File: config.mk
export PLATFORM = sky130hd
export DESIGN_NAME = mux_stream_rr_flat
export DESIGN_NICKNAME = d
export VERILOG_FILES = /design/src/rtl/mux_stream_rr_if.sv /design/src/rtl/mux_stream_rr.sv /design/src/flat_wrapper.sv
export SDC_FILE = /design/constraint.sdc
export NUM_CORES = 1
export LEC_CHECK = 0
export ABC_AREA = 1
export BUFFER_PORTS_ARGS = -buffer_cell sky130_fd_sc_hd__buf_2
export CORE_MARGIN = 1.5
export CORE_UTILIZATION = 30
export CTS_CLUSTER_SIZE = 16
export DETAILED_ROUTE_END_ITERATION = 8
export HOLD_SLACK_MARGIN = 0.03
export SLEW_MARGIN = 40
export SYNTH_ARGS = -nofsm -noshare
export SYNTH_HDL_FRONTEND = slang
export SYNTH_SLANG_ARGS = --single-unit
File: constraint.sdc
create_clock -name clk -period 1 [get_ports clk]
set_input_delay 0.25 -clock clk [delete_from_list [all_inputs] [get_ports clk]]
set_output_delay 0.25 -clock clk [all_outputs]
set_load 0.01 [all_outputs]
File: src/rtl/mux_stream_rr_if.sv
`default_nettype none
// ============================================================================
//  Module      : mux_stream_rr_if
//  Description : Bundle of the N-input / 1-output stream ports of mux_stream_rr.
//  Revision    : 1.0 - initial release
// ============================================================================
interface mux_stream_rr_if #(
    parameter int WIDTH    = 4,
    parameter int CHANNELS = 4,
    parameter int SEL_W    = $clog2(CHANNELS)
);
    logic [CHANNELS*WIDTH-1:0] in_data;
    logic [CHANNELS-1:0]       in_valid;
    logic [CHANNELS-1:0]       in_ready;
    logic [SEL_W-1:0]          sel;
    logic [WIDTH-1:0]          out_data;
    logic [SEL_W-1:0]          out_chan;
    logic                      out_valid;
    logic                      out_ready;

    // Producer/consumer side
    modport master (
        output in_data, in_valid, sel, out_ready,
        input  in_ready, out_data, out_chan, out_valid
    );

    // Multiplexer side
    modport slave (
        input  in_data, in_valid, sel, out_ready,
        output in_ready, out_data, out_chan, out_valid
    );
endinterface
`default_nettype wire

File: src/rtl/mux_stream_rr.sv
`default_nettype none
// ============================================================================
//  Module      : mux_stream_rr
//  Description : N-channel stream mux, external-select or round-robin grant,
//                single registered output stage with valid/ready handshakes.
//  Revision    : 1.0 - initial release
// ============================================================================
module mux_stream_rr #(
    parameter int WIDTH    = 4,
    parameter int CHANNELS = 4,
    parameter int MODE     = 0,
    parameter int SEL_W    = $clog2(CHANNELS)
) (
    input  wire logic            clk,
    input  wire logic            rst,
    mux_stream_rr_if.slave       bus
);

    logic [CHANNELS-1:0] w_gnt;
    logic [SEL_W-1:0]    w_idx;
    logic [WIDTH-1:0]    w_mux_data;
    logic                w_load;
    logic                w_xfer;

    logic [WIDTH-1:0]    r_out_data;
    logic [SEL_W-1:0]    r_out_chan;
    logic                r_out_valid;

    assign w_load = ~r_out_valid | bus.out_ready;

    if (MODE == 0) begin : g_sel
        // Out-of-range select decodes to no grant at all.
        for (genvar gi = 0; gi < CHANNELS; gi++) begin : g_dec
            assign w_gnt[gi] = (bus.sel == SEL_W'(gi));
        end
        assign w_idx = bus.sel;
    end else begin : g_rr
        logic [SEL_W-1:0] r_ptr;
        logic [SEL_W-1:0] w_cand;
        logic             w_found;

        // Scan ptr+1 .. ptr (wrapping); first valid channel wins.
        always_comb begin
            w_gnt   = '0;
            w_idx   = r_ptr;
            w_found = 1'b0;
            w_cand  = '0;
            for (int k = 1; k <= CHANNELS; k++) begin
                w_cand = SEL_W'((int'(r_ptr) + k) % CHANNELS);
                if (!w_found && bus.in_valid[w_cand]) begin
                    w_found       = 1'b1;
                    w_gnt[w_cand] = 1'b1;
                    w_idx         = w_cand;
                end
            end
        end

        // Pointer only advances on an accepted word, so stalls keep fairness.
        always_ff @(posedge clk or posedge rst) begin
            if (rst) begin
                r_ptr <= SEL_W'(CHANNELS - 1);
            end else if (w_xfer) begin
                r_ptr <= w_idx;
            end
        end
    end

    always_comb begin
        w_mux_data = '0;
        for (int i = 0; i < CHANNELS; i++) begin
            if (w_gnt[i]) begin
                w_mux_data = bus.in_data[i*WIDTH +: WIDTH];
            end
        end
    end

    assign w_xfer       = w_load & (|(w_gnt & bus.in_valid));
    assign bus.in_ready = w_gnt & {CHANNELS{w_load}};

    always_ff @(posedge clk or posedge rst) begin
        if (rst) begin
            r_out_valid <= 1'b0;
            r_out_data  <= '0;
            r_out_chan  <= '0;
        end else if (w_load) begin
            r_out_valid <= w_xfer;
            if (w_xfer) begin
                r_out_data <= w_mux_data;
                r_out_chan <= w_idx;
            end
        end
    end

    assign bus.out_data  = r_out_data;
    assign bus.out_chan  = r_out_chan;
    assign bus.out_valid = r_out_valid;

endmodule
`default_nettype wire

File: src/flat_wrapper.sv
// flat-port wrapper written by rule: the top's interface ports become plain ports
module mux_stream_rr_flat 
#(
    parameter int WIDTH    = 4,
    parameter int CHANNELS = 4,
    parameter int MODE     = 0,
    parameter int SEL_W    = $clog2(CHANNELS)
)
  (clk, rst, bus_in_data, bus_in_valid, bus_sel, bus_out_ready, bus_in_ready, bus_out_data, bus_out_chan, bus_out_valid);
  mux_stream_rr_if #(.WIDTH(WIDTH), .CHANNELS(CHANNELS), .SEL_W(SEL_W)) bus_i ();
  input  wire logic clk;
  input  wire logic rst;
  input wire logic [$bits(bus_i.in_data)-1:0] bus_in_data;
  input wire logic [$bits(bus_i.in_valid)-1:0] bus_in_valid;
  input wire logic [$bits(bus_i.sel)-1:0] bus_sel;
  input wire logic [$bits(bus_i.out_ready)-1:0] bus_out_ready;
  output wire logic [$bits(bus_i.in_ready)-1:0] bus_in_ready;
  output wire logic [$bits(bus_i.out_data)-1:0] bus_out_data;
  output wire logic [$bits(bus_i.out_chan)-1:0] bus_out_chan;
  output wire logic [$bits(bus_i.out_valid)-1:0] bus_out_valid;
  assign bus_i.in_data = bus_in_data;
  assign bus_i.in_valid = bus_in_valid;
  assign bus_i.sel = bus_sel;
  assign bus_i.out_ready = bus_out_ready;
  assign bus_in_ready = bus_i.in_ready;
  assign bus_out_data = bus_i.out_data;
  assign bus_out_chan = bus_i.out_chan;
  assign bus_out_valid = bus_i.out_valid;
  mux_stream_rr #(.WIDTH(WIDTH), .CHANNELS(CHANNELS), .MODE(MODE), .SEL_W(SEL_W)) u_core (.clk(clk), .rst(rst), .bus(bus_i));
endmodule
==> results of run 1 <==
logic make-up after synthesis:
| group | count (synthesis) |
|---|---|
| AND/OR/NAND/NOR | 57 |
| buffers and inverters | 10 |
| flip-flops | 7 |
| AO/OA/AOI/OAI | 1 |
state kept, by name (all words and copies together), names as in the netlist:
| signal | count |
|---|---|
| u_core.bus.out_data | 4 |
| u_core.bus.out_valid | 1 |
| u_core.bus.out_chan | 2 |
report_power, final:
part / switching [uW] / internal [uW]
Combinational: 245 / 283
Clock: 103 / 152
Sequential: 33.7 / 344
metal layers:
metal | share of wire (%) | vias to the layer above
met5 | 0 | -
li1 | - | 338
met4 | 0 | 0
met3 | 7.5 | 0
met2 | 46 | 28
met1 | 46 | 271
critical path: cells and delay by family, from the launching register on:
family	cells	cell delay, ns
flip-flops	1	0.35
AND/OR/NAND/NOR	2	0.21
buffers and inverters	2	0.20
cell usage after synthesis:
library cell / count / area share, %
sky130_fd_sc_hd__buf_6: 2 / 4.0
sky130_fd_sc_hd__dfrtp_1: 7 / 31
sky130_fd_sc_hd__inv_1: 5 / 3.3
sky130_fd_sc_hd__inv_2: 1 / 0.67
sky130_fd_sc_hd__inv_4: 2 / 2.2
sky130_fd_sc_hd__nand2_1: 35 / 23
sky130_fd_sc_hd__nand2_4: 3 / 6.0
sky130_fd_sc_hd__nand3_1: 2 / 1.8
sky130_fd_sc_hd__nand3_2: 2 / 3.6
sky130_fd_sc_hd__nand3_4: 1 / 3.1
sky130_fd_sc_hd__nand4_1: 4 / 4.5
sky130_fd_sc_hd__nor2_1: 3 / 2.0
sky130_fd_sc_hd__nor2_2: 1 / 1.1
sky130_fd_sc_hd__nor2_4: 2 / 4.0
sky130_fd_sc_hd__nor2_8: 1 / 3.6
sky130_fd_sc_hd__nor3_1: 3 / 2.7
sky130_fd_sc_hd__o21ai_4: 1 / 2.9
worst paths after layout:
path / from / endpoint / slack, ns / depth (start not counted)
setup / recovery: u_core.bus.out_valid$_DFFE_PP0P_ / bus_in_ready[0] / -0.26 / 4
hold / removal: bus_in_data[7] / u_core.bus.out_data[3]$_DFFE_PP0P_ / 0.31 / 5
setup reg to reg: u_core.bus.out_valid$_DFFE_PP0P_ / u_core.bus.out_data[1]$_DFFE_PP0P_ / -0.15 / 8
hold reg to reg: u_core.bus.out_chan[1]$_DFFE_PP0P_ / u_core.bus.out_chan[1]$_DFFE_PP0P_ / 0.56 / 3
max in group asynchronous: rst / u_core.bus.out_data[0]$_DFFE_PP0P_ / 0.33 / 3
min in group asynchronous: rst / u_core.bus.out_chan[0]$_DFFE_PP0P_ / 0.47 / 3
what timing repair did:
action,in CTS,in global routing
pin swaps,1,2
endpoints found under the hold margin,7,0
setup buffers,7,3
gates resized for setup,3,6
hold buffers,1,0
endpoints found under the setup margin,12,17
layout make-up:
type                    instances  area, um2  share of cell area (%)
well taps                      25      31.28                   3.406
clock buffers                   4      26.28                   2.861
repair buffers                 49      299.0                   32.56
flip-flops and latches          7      175.2                   19.07
multi-input cells              58      349.1                   38.01
inverters                       8      37.54                   4.087
metrics by stage:
step / cells / TNS (ns)
3_3_place_gp: 136 / -1.284
5_1_grt: 151 / -2.906
3_5_place_dp: 136 / -1.417
4_1_cts: 148 / -1.423
6_report: 151 / -1.914
2_1_floorplan: 75 / -0.1777
==> results, run 1 <==
- The run finished, with violations left.
- The final reports fail on negative setup slack.
- At the end of routability-driven placement, the weighted congestion stood at 0.7532.
- The simple-gate portion of the synthesized area is 55.68%.
- The share of the Yosys chip area taken by registers is 31.18%.
- At the pin with the least slew margin, the transition time is approximately 0.32 ns.
- The detailed router finished its first iteration with 6 violations.
- The number of storage elements in the synthesis netlist is 7.
- The signal on the critical path passes through inv_2, nor2_4, nor3_2, buf_2.
- For this run, design rule violations remaining after detail routing come to 0.
- The via count of the first global-routing pass came to 561.
- For this block, the via count after detailed routing is 637.
- The number of buffers inserted by port buffering is 35.
- Setup violations remaining at the end of the flow were counted as 16.
- The finished cells cover 918.4 um2.
- The number of antenna violations at the first check in global routing is 0.
- The count of mapped cells out of synthesis is 75.
- Summing the areas of all xor and xnor instances in the mapped netlist gives 0% of the synthesized area.
- The type of the setup path with the least slack is reg -> out.
- Setup repair after global routing could not meet its margin everywhere.
- In this run the number of H-tree levels came out at 1.
- The master of the slowest instance on the critical path is sky130_fd_sc_hd__dfrtp_1.
- Clock tree synthesis inserted a total of 3 buffers.
- The final-report max-slew violation count is 0.
- CTS placed an instance of sky130_fd_sc_hd__clkbuf_4 at the clock tree root.
- The met2 capacity usage during global routing is 24.17%.
- The effective utilization at floorplan is 32.19%.
- Global routing used between 1.5 and 2% of the available met3 tracks.
- The static leakage power is 0.0005157 uW.
- The number of top-level pins is 36.
- In the final layout, the share of cells above drive strength 1 is 55.56%.
- In the layout the commonest cells are sky130_fd_sc_hd__nand2_1, sky130_fd_sc_hd__buf_2, sky130_fd_sc_hd__buf_4.
- The total overflow left after global routing is 0.
- The antenna diode instance count is 0.
- The sum of routed wire length over all layers is ~1.4 mm.
- For this run, the detailed router's first-pass iteration total came to 5.
- In this run the core area contains 15 standard-cell rows.
- Summing the areas of all compound-gate instances in the mapped netlist gives 2.895% of the synthesized area.
- The tree built by TritonCTS fans out to 7 sinks.
- Entering global routing, the biggest net connects 10 pins.
- The die is 46.28 um tall.
- The synthesized netlist devotes 0% of its cell area to adder and majority cells.
- The estimated wirelength of the detail-placed design is 1.065 mm.
- The class of the worst hold path is in -> reg.
- At the placement stage, the worst setup path has a slack of -0.1781 ns.
- The total design power is 1160 uW.
- The final layout net count is about 150.
- The synthesized netlist occupies a cell area of approximately 560 um2.
- The number of warnings issued by yosys is 0.
- In the final routed layout, each cell accounts on average for just over 9 um.
- TritonCTS built the clock tree.
- The share of the clock period used by the worst path after layout is 126.3%.
- The total of fill cells in the finished design is 172.
- The longest clock path from root to sink contains 2 buffers.
- At the worst endpoint, the arrival time is 1.01 ns.
- The global-route wire length before repair is 2.290 mm.
- The endpoint kind of the worst setup timing path is an output pin.
- After synthesis, the mean cell area works out to between 7 and 8 um2.
- The most frequent standard cell in the layout excluding fill and tap cells is sky130_fd_sc_hd__nand2_1.
- Max-cap violations in this run came to 0.
- The highest fanout seen on the critical path is 5.
- Yosys mapped the design onto 17 distinct sky130hd cell types.
- The combinational family with the most area after synthesis is simple AND/OR/NAND/NOR gates.
- The least setup slack across all paths after layout is -0.2634 ns.
- The hold slack is 0.3075 ns.
- The area after detailed placement is 773.2 um2.
- From synthesis to final layout, the design area changed by 63.47%.
- In this run the remaining antenna-violating nets after routing total 0.
- The final worst clock skew is 0.0003662 ns.
- VDD sags by at most around 0.43 mV.
- The time the worst path needs with I/O delays and setup is around 1.3 ns.
- For this design the ratio of total power to cell area is about 1300 nW/um2.
- The number of hold violations in the final report is 0.
- Global routing consumed, on the met1 layer, a little under a fifth of the routing resources.
- The core region is 1745 um2.
- The total die area is 2141 um2.
- In the global route stage, overall resource usage came out at 14.87%.
- Based on the critical path, the design can be clocked at up to 791.5 MHz.
- The later pin in the worst-skew pair is clocked with a latency of 0.25 ns.
- The worst setup path is launched from a register.
- The overall die width is roughly 46 um.
- met2 is the most crowded layer.
- STA puts the critical path data required time at 0.75 ns.
- After clock tree synthesis, the clock-pin slew on the worst setup and hold paths is 0.05 ns.
- The peak per-stage delay on the critical path is 0.35 ns.
- The vias per cell is 4.219.
- When the netlist entered floorplanning its net count stood at 100.
- Headroom to the max-slew limit came out at 78.94%.
- After synthesis, the share of cell area in mux cells is 0%.
- The core utilization of the finished layout is 52.62%.
Note: power is estimated with default switching activity, not from simulation.
==> inputs of run 2 (changes only) <==
- MAX_ROUTING_LAYER: unset -> met4
==> run 2 against run 1 <==
  * The flow still finishes with violations (negative setup slack)
  * Sequential share of layout area did not move
  * Clock skew barely moved
  * Clock-buffer cell count did not move
  * Critical path depth did not move
==> results, run 2 (synthesized netlist as in run 1, its figures left out) <==
- The endpoint kind of the worst setup timing path is an output pin.
- The number of top-level pins is 36 (unchanged).
- The all-layer global routing usage is 15.30% (+0.43 points).
- The total die area came to 2141 um2 (unchanged).
- The startpoint of the most critical setup path is u_core.bus.out_valid$_DFFE_PP0P_.
- The core region area is 1745 um2 (unchanged).
- The average detailed-routed wire length per instance was 9.113 um (+0.15%).
- The number of clock buffers inserted by TritonCTS was 3 (unchanged).
- The effective utilization at floorplan was 32.19% (unchanged).
- The static leakage power is 0.0005157 uW (unchanged).
- The met3 routing resource usage after global routing came to 1.569% (unchanged).
- The number of hold violations in the final report came to 0 (unchanged).
- The total congestion overflow after global routing is 0 (unchanged).
- Leaving out fill and tap cells, the most frequent cells in the layout are sky130_fd_sc_hd__nand2_1, sky130_fd_sc_hd__buf_2, sky130_fd_sc_hd__buf_4.
- The total power density per cell area is 1264 nW/um2 (about the same).
- The global-route wire length before repair is 2.297 mm (+0.31%).
- The minimum setup slack after placement was -0.1781 ns (unchanged).
- The flow ran to the end, but the final reports show violations.
- The post-route standard cell area excluding fillers came to 918.4 um2 (unchanged).
- The final setup violation count came to 16 (unchanged).
- The number of buffers inserted by port buffering is 35 (unchanged).
- The final layout net count was 152 (unchanged).
- The detailed-router iteration count before antenna repair is 5 (unchanged).
- The area after detailed placement is 773.2 um2 (unchanged).
- The setup path with the least slack is of type reg -> out.
- Setup repair after global routing could not meet its margin everywhere.
- The switching power is 381.8 uW (about the same).
- The arrival time of data at the critical path endpoint came to 1.01 ns (about the same).
- The switching power as a share of total power was 32.90% (about the same).
- The via count of the first global-routing pass is 560 (-0.18%).
- The first-iteration detailed-routing DRC count is 4 (-2).
- The startpoint of the worst-slack reg-to-reg timing path is u_core.bus.out_valid$_DFFE_PP0P_.
- The slew of the pin with the lowest slew margin is 0.3159 ns (unchanged).
- The number of buffers on the longest clock path is 2 (unchanged).
- The number of antenna violations at the first check in global routing is 0 (unchanged).
- The fraction of layout cells with a size suffix above 1 came to 55.56% (unchanged).
- The tree is rooted in a sky130_fd_sc_hd__clkbuf_4.
- The final routed DRC violation total is 0 (unchanged).
- The number of H-tree branching levels is 1 (unchanged).
- The maximum frequency from static timing analysis was 791.8 MHz (about the same).
- The total vias in the final route is 633 (-0.63%).
- The max capacitance violation total is 0 (unchanged).
- The clock input transition at the sequential cells of the worst setup and hold paths was 0.05 ns (about the same).
- The time the worst path needs with I/O delays and setup came to 1.263 ns (-0.0004230 ns).
- The worst vdd rail ir drop is 0.4334 mV (about the same).
- The antenna diode instance count is 0 (unchanged).
- The sum of routed wire length over all layers is 1.376 mm (+0.15%).
- The number of sinks on the clock net is 7 (unchanged).
- The met1 global-route usage is 19.01% (+0.23 points).
- In this run the most used layer during global routing was met2.
- The insertion delay to the later sink of the worst-skew pair is 0.25 ns (about the same).
- The checks that failed: negative setup slack.
- The cell-internal power is 778.7 uW (about the same).
- The class of the worst hold path is in -> reg.
- The endpoint required time on the critical path is 0.75 ns (about the same).
- The final-report max-slew violation count is 0 (unchanged).
- The number of flip-flops under the largest register name is 4 (unchanged).
- The library cell used most frequently in the layout, excluding fill and tap cells, is sky130_fd_sc_hd__nand2_1.
- The highest fanout seen on the critical path is 5 (unchanged).
- The relative slew slack is 78.94% (unchanged).
- The least setup slack across all paths after layout is -0.2629 ns (+0.0004230 ns).
- The power share of the clock group is 22.0% (about the same).
- The worst setup path is launched from a register.
- The area added between synthesis and finish is 63.47% (unchanged).
- The final worst clock skew is 0.0002641 ns (-0.0001021 ns).
- TritonCTS built the clock tree.
- The core utilization of the finished layout is 52.62% (unchanged).
- The share of the clock period used by the worst path after layout is 126.3% (about the same).
- The startpoint identified for the worst hold timing path is bus_in_data[7].
- The vertical extent of the die came to 46.28 um (unchanged).
- The number of routed nets with antenna violations is 0 (unchanged).
- The estimated wirelength of the detail-placed design is 1.065 mm (unchanged).
- The weighted congestion at the end of routability-driven global placement came to 0.7629 (+1.3%).
- The vias per cell is 4.192 (-0.63%).
- The logic gate share of total power is 45.5% (about the same).
- The maximum number of pins on one net before global-route repair is 10 (unchanged).
- The part of the power in registers is 32.5% (about the same).
- The number of standard-cell rows in the floorplan is 15 (unchanged).
- The overall die width is 46.28 um (unchanged).
- The met2 capacity usage during global routing is 23.89% (-0.28 points).
run 2: path summary, 6_finish.rpt:
path / end / slack [ns] / cells after the start
setup / recovery: bus_in_ready[0] / -0.26 / 4
hold / removal: u_core.bus.out_data[3]$_DFFE_PP0P_ / 0.31 / 5
setup reg to reg: u_core.bus.out_data[1]$_DFFE_PP0P_ / -0.15 / 8
hold reg to reg: u_core.bus.out_chan[1]$_DFFE_PP0P_ / 0.56 / 3
max in group asynchronous: u_core.bus.out_data[0]$_DFFE_PP0P_ / 0.33 / 3
min in group asynchronous: u_core.bus.out_chan[0]$_DFFE_PP0P_ / 0.47 / 3
run 2: timing repair:
| item | CTS | global route |
|---|---|---|
| hold buffers | 1 | 0 |
| setup endpoints to repair | 12 | 17 |
| cloned | 0 | 0 |
| resized for setup | 3 | 6 |
| setup buffers | 7 | 3 |
| hold endpoints to repair | 7 | 0 |
| pin swaps | 1 | 2 |
run 2: layout make-up:
class	count	area, um2
sequential	7	175.2
fill	172	827.0
multi-input combinational	58	349.1
tap	25	31.28
timing repair buffer	49	299.0
clock buffer	4	26.28
inverter	8	37.54
run 2: worst max-delay path: stages (launching register included):
cell	delay [ns]
sky130_fd_sc_hd__dfrtp_1	0.35
sky130_fd_sc_hd__inv_2	0.05
sky130_fd_sc_hd__nor2_4	0.16
sky130_fd_sc_hd__nor3_2	0.05
sky130_fd_sc_hd__buf_2	0.15
run 2: layer usage:
metal | part of all wire (%) | vias up
met3 | 7.5 | 0
met5 | 0 | -
met2 | 46 | 28
met4 | 0 | 0
met1 | 46 | 267
li1 | - | 338
run 2: power groups by stage:
stage | combinational (uW) | clock (uW) | sequential, uW
floorplan | 194 | 0 | 408
global placement | 371 | 0 | 375
detailed placement | 375 | 0 | 378
CTS | 469 | 271 | 371
global route | 589 | 281 | 385
finish | 528 | 255 | 378
run 2: stage by stage:
stage	cells	setup TNS, ns	hold slack (ns)	power [uW]
global placement	136	-1.284	0.1847	746.4
finish	151	-1.919	0.3090	1161
floorplan	75	-0.1777	0.05340	601.6
global route	151	-2.909	0.3456	1255
detailed placement	136	-1.417	0.1869	753.2
CTS	148	-1.423	0.3052	1111
==> inputs of run 3 (changes only) <==
--- a/config.mk
+++ b/config.mk
@@ -12,4 +12,5 @@
 export CTS_CLUSTER_SIZE = 16
 export DETAILED_ROUTE_END_ITERATION = 8
+export GPL_ROUTABILITY_DRIVEN = 0
 export HOLD_SLACK_MARGIN = 0.03
 export MAX_ROUTING_LAYER = met4
==> constraint.sdc (replaced) <==
create_clock -name clk -period 1 [get_ports clk]
set_input_delay 0.1 -clock clk [delete_from_list [all_inputs] [get_ports clk]]
set_output_delay 0.1 -clock clk [all_outputs]
set_load 0.01 [all_outputs]
==> run 3 against run 2 <==
  * The run still ends with negative setup slack left
  * Critical path depth unchanged
  * Clock-buffer cell count unchanged
  * Hold slack got worse by 0.13 ns
  * Power decreased by 13%
  * Global-route usage decreased by 2.0 points
  * Wire length decreased by 9.1%
  * Highest routed layer is now met4
==> results, run 3 (synthesized netlist as in run 1, its figures left out) <==
- The run finished, with violations left.
- The checks that failed: negative setup slack.
- The cell-internal power is 668.0 uW (-14%).
- The number of clock buffers inserted by TritonCTS is 3 (unchanged).
- The total die area is 2141 um2 (unchanged).
- The via count of the first global-routing pass was 534 (-4.6%).
- The number of standard-cell rows in the floorplan is 15 (unchanged).
- The worst hold path depth came to 5 (unchanged).
- The slew of the pin with the lowest slew margin was 0.2574 ns (-0.05846 ns).
- The total congestion overflow after global routing is 0 (unchanged).
- The max capacitance violation total is 0 (unchanged).
- The min-delay analysis places its worst path in the category in -> reg.
- The final layout net count is 144 (-5.3%).
- The all-layer global routing usage is 13.33% (-2.0 points).
- The insertion delay to the later sink of the worst-skew pair came to 0.24 ns (about the same).
- The switching power as a share of total power is 33.69% (+0.79 points).
- The total power density per cell area is 1207 nW/um2 (-4.5%).
- The number of H-tree branching levels is 1 (unchanged).
- The estimated wirelength of the detail-placed design was 1.084 mm (+1.8%).
- The hold slack is 0.1744 ns (-0.1346 ns).
- The worst hold path terminates at u_core.bus.out_data[2]$_DFFE_PP0P_.
- The clock input transition at the sequential cells of the worst setup and hold paths came to 0.05 ns (about the same).
- The number of cells on the worst reg-to-reg path was 7 (-1).
- The fraction of layout cells with a size suffix above 1 is 51.69% (-3.9 points).
- The sum of routed wire length over all layers was 1.251 mm (-9.1%).
- The first-iteration detailed-routing DRC count is 11 (+7).
- The power share of the clock group is 24.4% (+2.4 points).
- The antenna diode instance count is 0 (unchanged).
- The end of the worst register-to-register path is u_core.bus.out_data[1]$_DFFE_PP0P_.
- The average detailed-routed wire length per instance is 8.748 um (-4.0%).
- The vias per cell is 4.077 (-2.7%).
- The worst setup path is of the reg -> out kind.
- The number of top-level pins is 36 (unchanged).
- The final worst clock skew was 0.0001827 ns (-0.00008138 ns).
- Relative to the synthesized area, the layout overhead comes to 48.55%.
- The global-route wire length before repair is 2.028 mm (-12%).
- The overall die width was 46.28 um (unchanged).
- The share of the clock period used by the worst path after layout is 110.7% (-16 points).
- The time the worst path needs with I/O delays and setup was 1.107 ns (-0.1557 ns).
- The worst setup path is launched from a register.
- The static leakage power was 0.0004692 uW (-9.0%).
- The number of buffers inserted by port buffering came to 35 (unchanged).
- The total vias in the final route was 583 (-7.9%).
- The vertical extent of the die came to 46.28 um (unchanged).
- The logic gate share of total power is 38.4% (-7.1 points).
- The final routed DRC violation total is 0 (unchanged).
- The setup TNS was -0.6126 ns (+1.306 ns).
- The library cells used most frequently in the layout, excluding fill and tap cells, are sky130_fd_sc_hd__nand2_1, sky130_fd_sc_hd__buf_2, sky130_fd_sc_hd__dfrtp_1.
- The effective utilization at floorplan is 32.19% (unchanged).
- The maximum frequency from static timing analysis was 903.1 MHz (+14%).
- The final setup violation count was 10 (-6).
- The final-report max-slew violation count is 0 (unchanged).
- Setup repair after global routing could not meet its margin everywhere.
- CTS placed an instance of sky130_fd_sc_hd__clkbuf_4 at the clock tree root.
- In this run the critical register-to-register path is launched from u_core.bus.out_valid$_DFFE_PP0P_.
- The number of buffers on the longest clock path is 2 (unchanged).
- The core region area was 1745 um2 (unchanged).
- The least setup slack across all paths after layout is -0.1073 ns (+0.1557 ns).
- The number of antenna violations at the first check in global routing is 0 (unchanged).
- The detailed-router iteration count before antenna repair is 4 (-1).
- The part of the power in registers is 37.2% (+4.7 points).
- The arrival time of data at the critical path endpoint came to 1.01 ns (about the same).
- The startpoint identified for the worst hold timing path is bus_in_data[6].
- The number of sinks on the clock net came to 7 (unchanged).
- The highest fanout seen on the critical path was 5 (unchanged).
- The endpoint required time on the critical path is 0.90 ns (+0.15 ns).
- The switching power is 339.4 uW (-11%).
- The endpoint kind of the worst setup timing path is an output pin.
- The number of flip-flops under the largest register name is 4 (unchanged).
- The worst vdd rail ir drop is 0.4369 mV (+0.79%).
- The number of hold violations in the final report is 0 (unchanged).
- The number of routed nets with antenna violations is 0 (unchanged).
- The register-to-register path setup slack is -0.06 ns (+0.09 ns).
- The CTS tree is built.
- The maximum number of pins on one net before global-route repair was 8 (-2).
- The relative slew slack came to 82.82% (+3.9 points).
-- run 3: changes by cell type in the layout (fill, tap and decap cells not counted) --
cell and delta:
sky130_fd_sc_hd__buf_2 +2, sky130_fd_sc_hd__nor3_1 +1, sky130_fd_sc_hd__buf_4 -7, sky130_fd_sc_hd__buf_6 -3, sky130_fd_sc_hd__inv_4 -1, sky130_fd_sc_hd__inv_2 +1, sky130_fd_sc_hd__nor3_2 -1
-- run 3: critical path: stages (launching register included) --
cell and delay (ns):
sky130_fd_sc_hd__dfrtp_1 0.38, sky130_fd_sc_hd__inv_2 0.07, sky130_fd_sc_hd__nor2_4 0.05, sky130_fd_sc_hd__nor3_1 0.11, sky130_fd_sc_hd__buf_2 0.15
-- run 3: worst max path at each step --
stage                                startpoint                                  to  slack [ns]  cells past startpoint
5_1_grt        u_core.bus.out_valid$_DFFE_PP0P_                     bus_in_ready[2]       -0.15                      4
4_1_cts        u_core.bus.out_valid$_DFFE_PP0P_                     bus_in_ready[2]       -0.13                      4
3_3_place_gp   u_core.bus.out_valid$_DFFE_PP0P_  u_core.bus.out_data[0]$_DFFE_PP0P_       -0.04                      6
6_report       u_core.bus.out_valid$_DFFE_PP0P_                     bus_in_ready[2]       -0.11                      4
3_5_place_dp   u_core.bus.out_valid$_DFFE_PP0P_  u_core.bus.out_data[2]$_DFFE_PP0P_       -0.03                      6
2_1_floorplan  u_core.bus.out_valid$_DFFE_PP0P_  u_core.bus.out_data[0]$_DFFE_PP0P_        0.01                      6
-- run 3: layout make-up --
| cell class | instances | area [um2] |
|---|---|---|
| repair buffers | 41 | 222.7 |
| fillers | 182 | 910.9 |
| multi-input cells | 58 | 344.1 |
| flip-flops and latches | 7 | 175.2 |
| inverters | 8 | 35.03 |
| well taps | 25 | 31.28 |
| clock buffers | 4 | 26.28 |
-- run 3: routing by layer --
layer	vias to the layer above	part of all wire [%]	GRT usage [%]
li1	320	-	-
met1	233	48	16.47
met2	28	43	22.22
met3	2	7.7	1.176
met4	0	1.5	5.143
met5	-	0	-
-- run 3: power by group through the flow --
| stage | Clock, uW | Sequential (uW) | Combinational (uW) |
|---|---|---|---|
| 2_1_floorplan | 0 | 408 | 194 |
| 5_1_grt | 265 | 381 | 438 |
| 6_report | 246 | 374 | 387 |
| 3_5_place_dp | 0 | 378 | 371 |
| 3_3_place_gp | 0 | 376 | 370 |
| 4_1_cts | 257 | 375 | 391 |
-- run 3: what timing repair did --
action                                 4_1_cts  5_1_grt
pin swaps                                    2        1
endpoints found under the hold margin        7        0
gates resized for setup                      3        1
setup endpoints to repair                   10       10
hold buffers                                 1        0
buffers inserted                             2        0
-- run 3: per-stage QoR --
stage	power (uW)	setup slack (ns)	utilization (%)	instances	cell area [um2]
finish	1007	-0.1073	47.81	143	834.6
global route	1083	-0.1515	47.81	143	834.6
CTS	1022	-0.1300	47.53	143	829.5
detailed placement	749.0	-0.02650	44.30	136	773.2
global placement	746.0	-0.03767	44.30	136	773.2
floorplan	601.6	0.01439	-	75	566.8
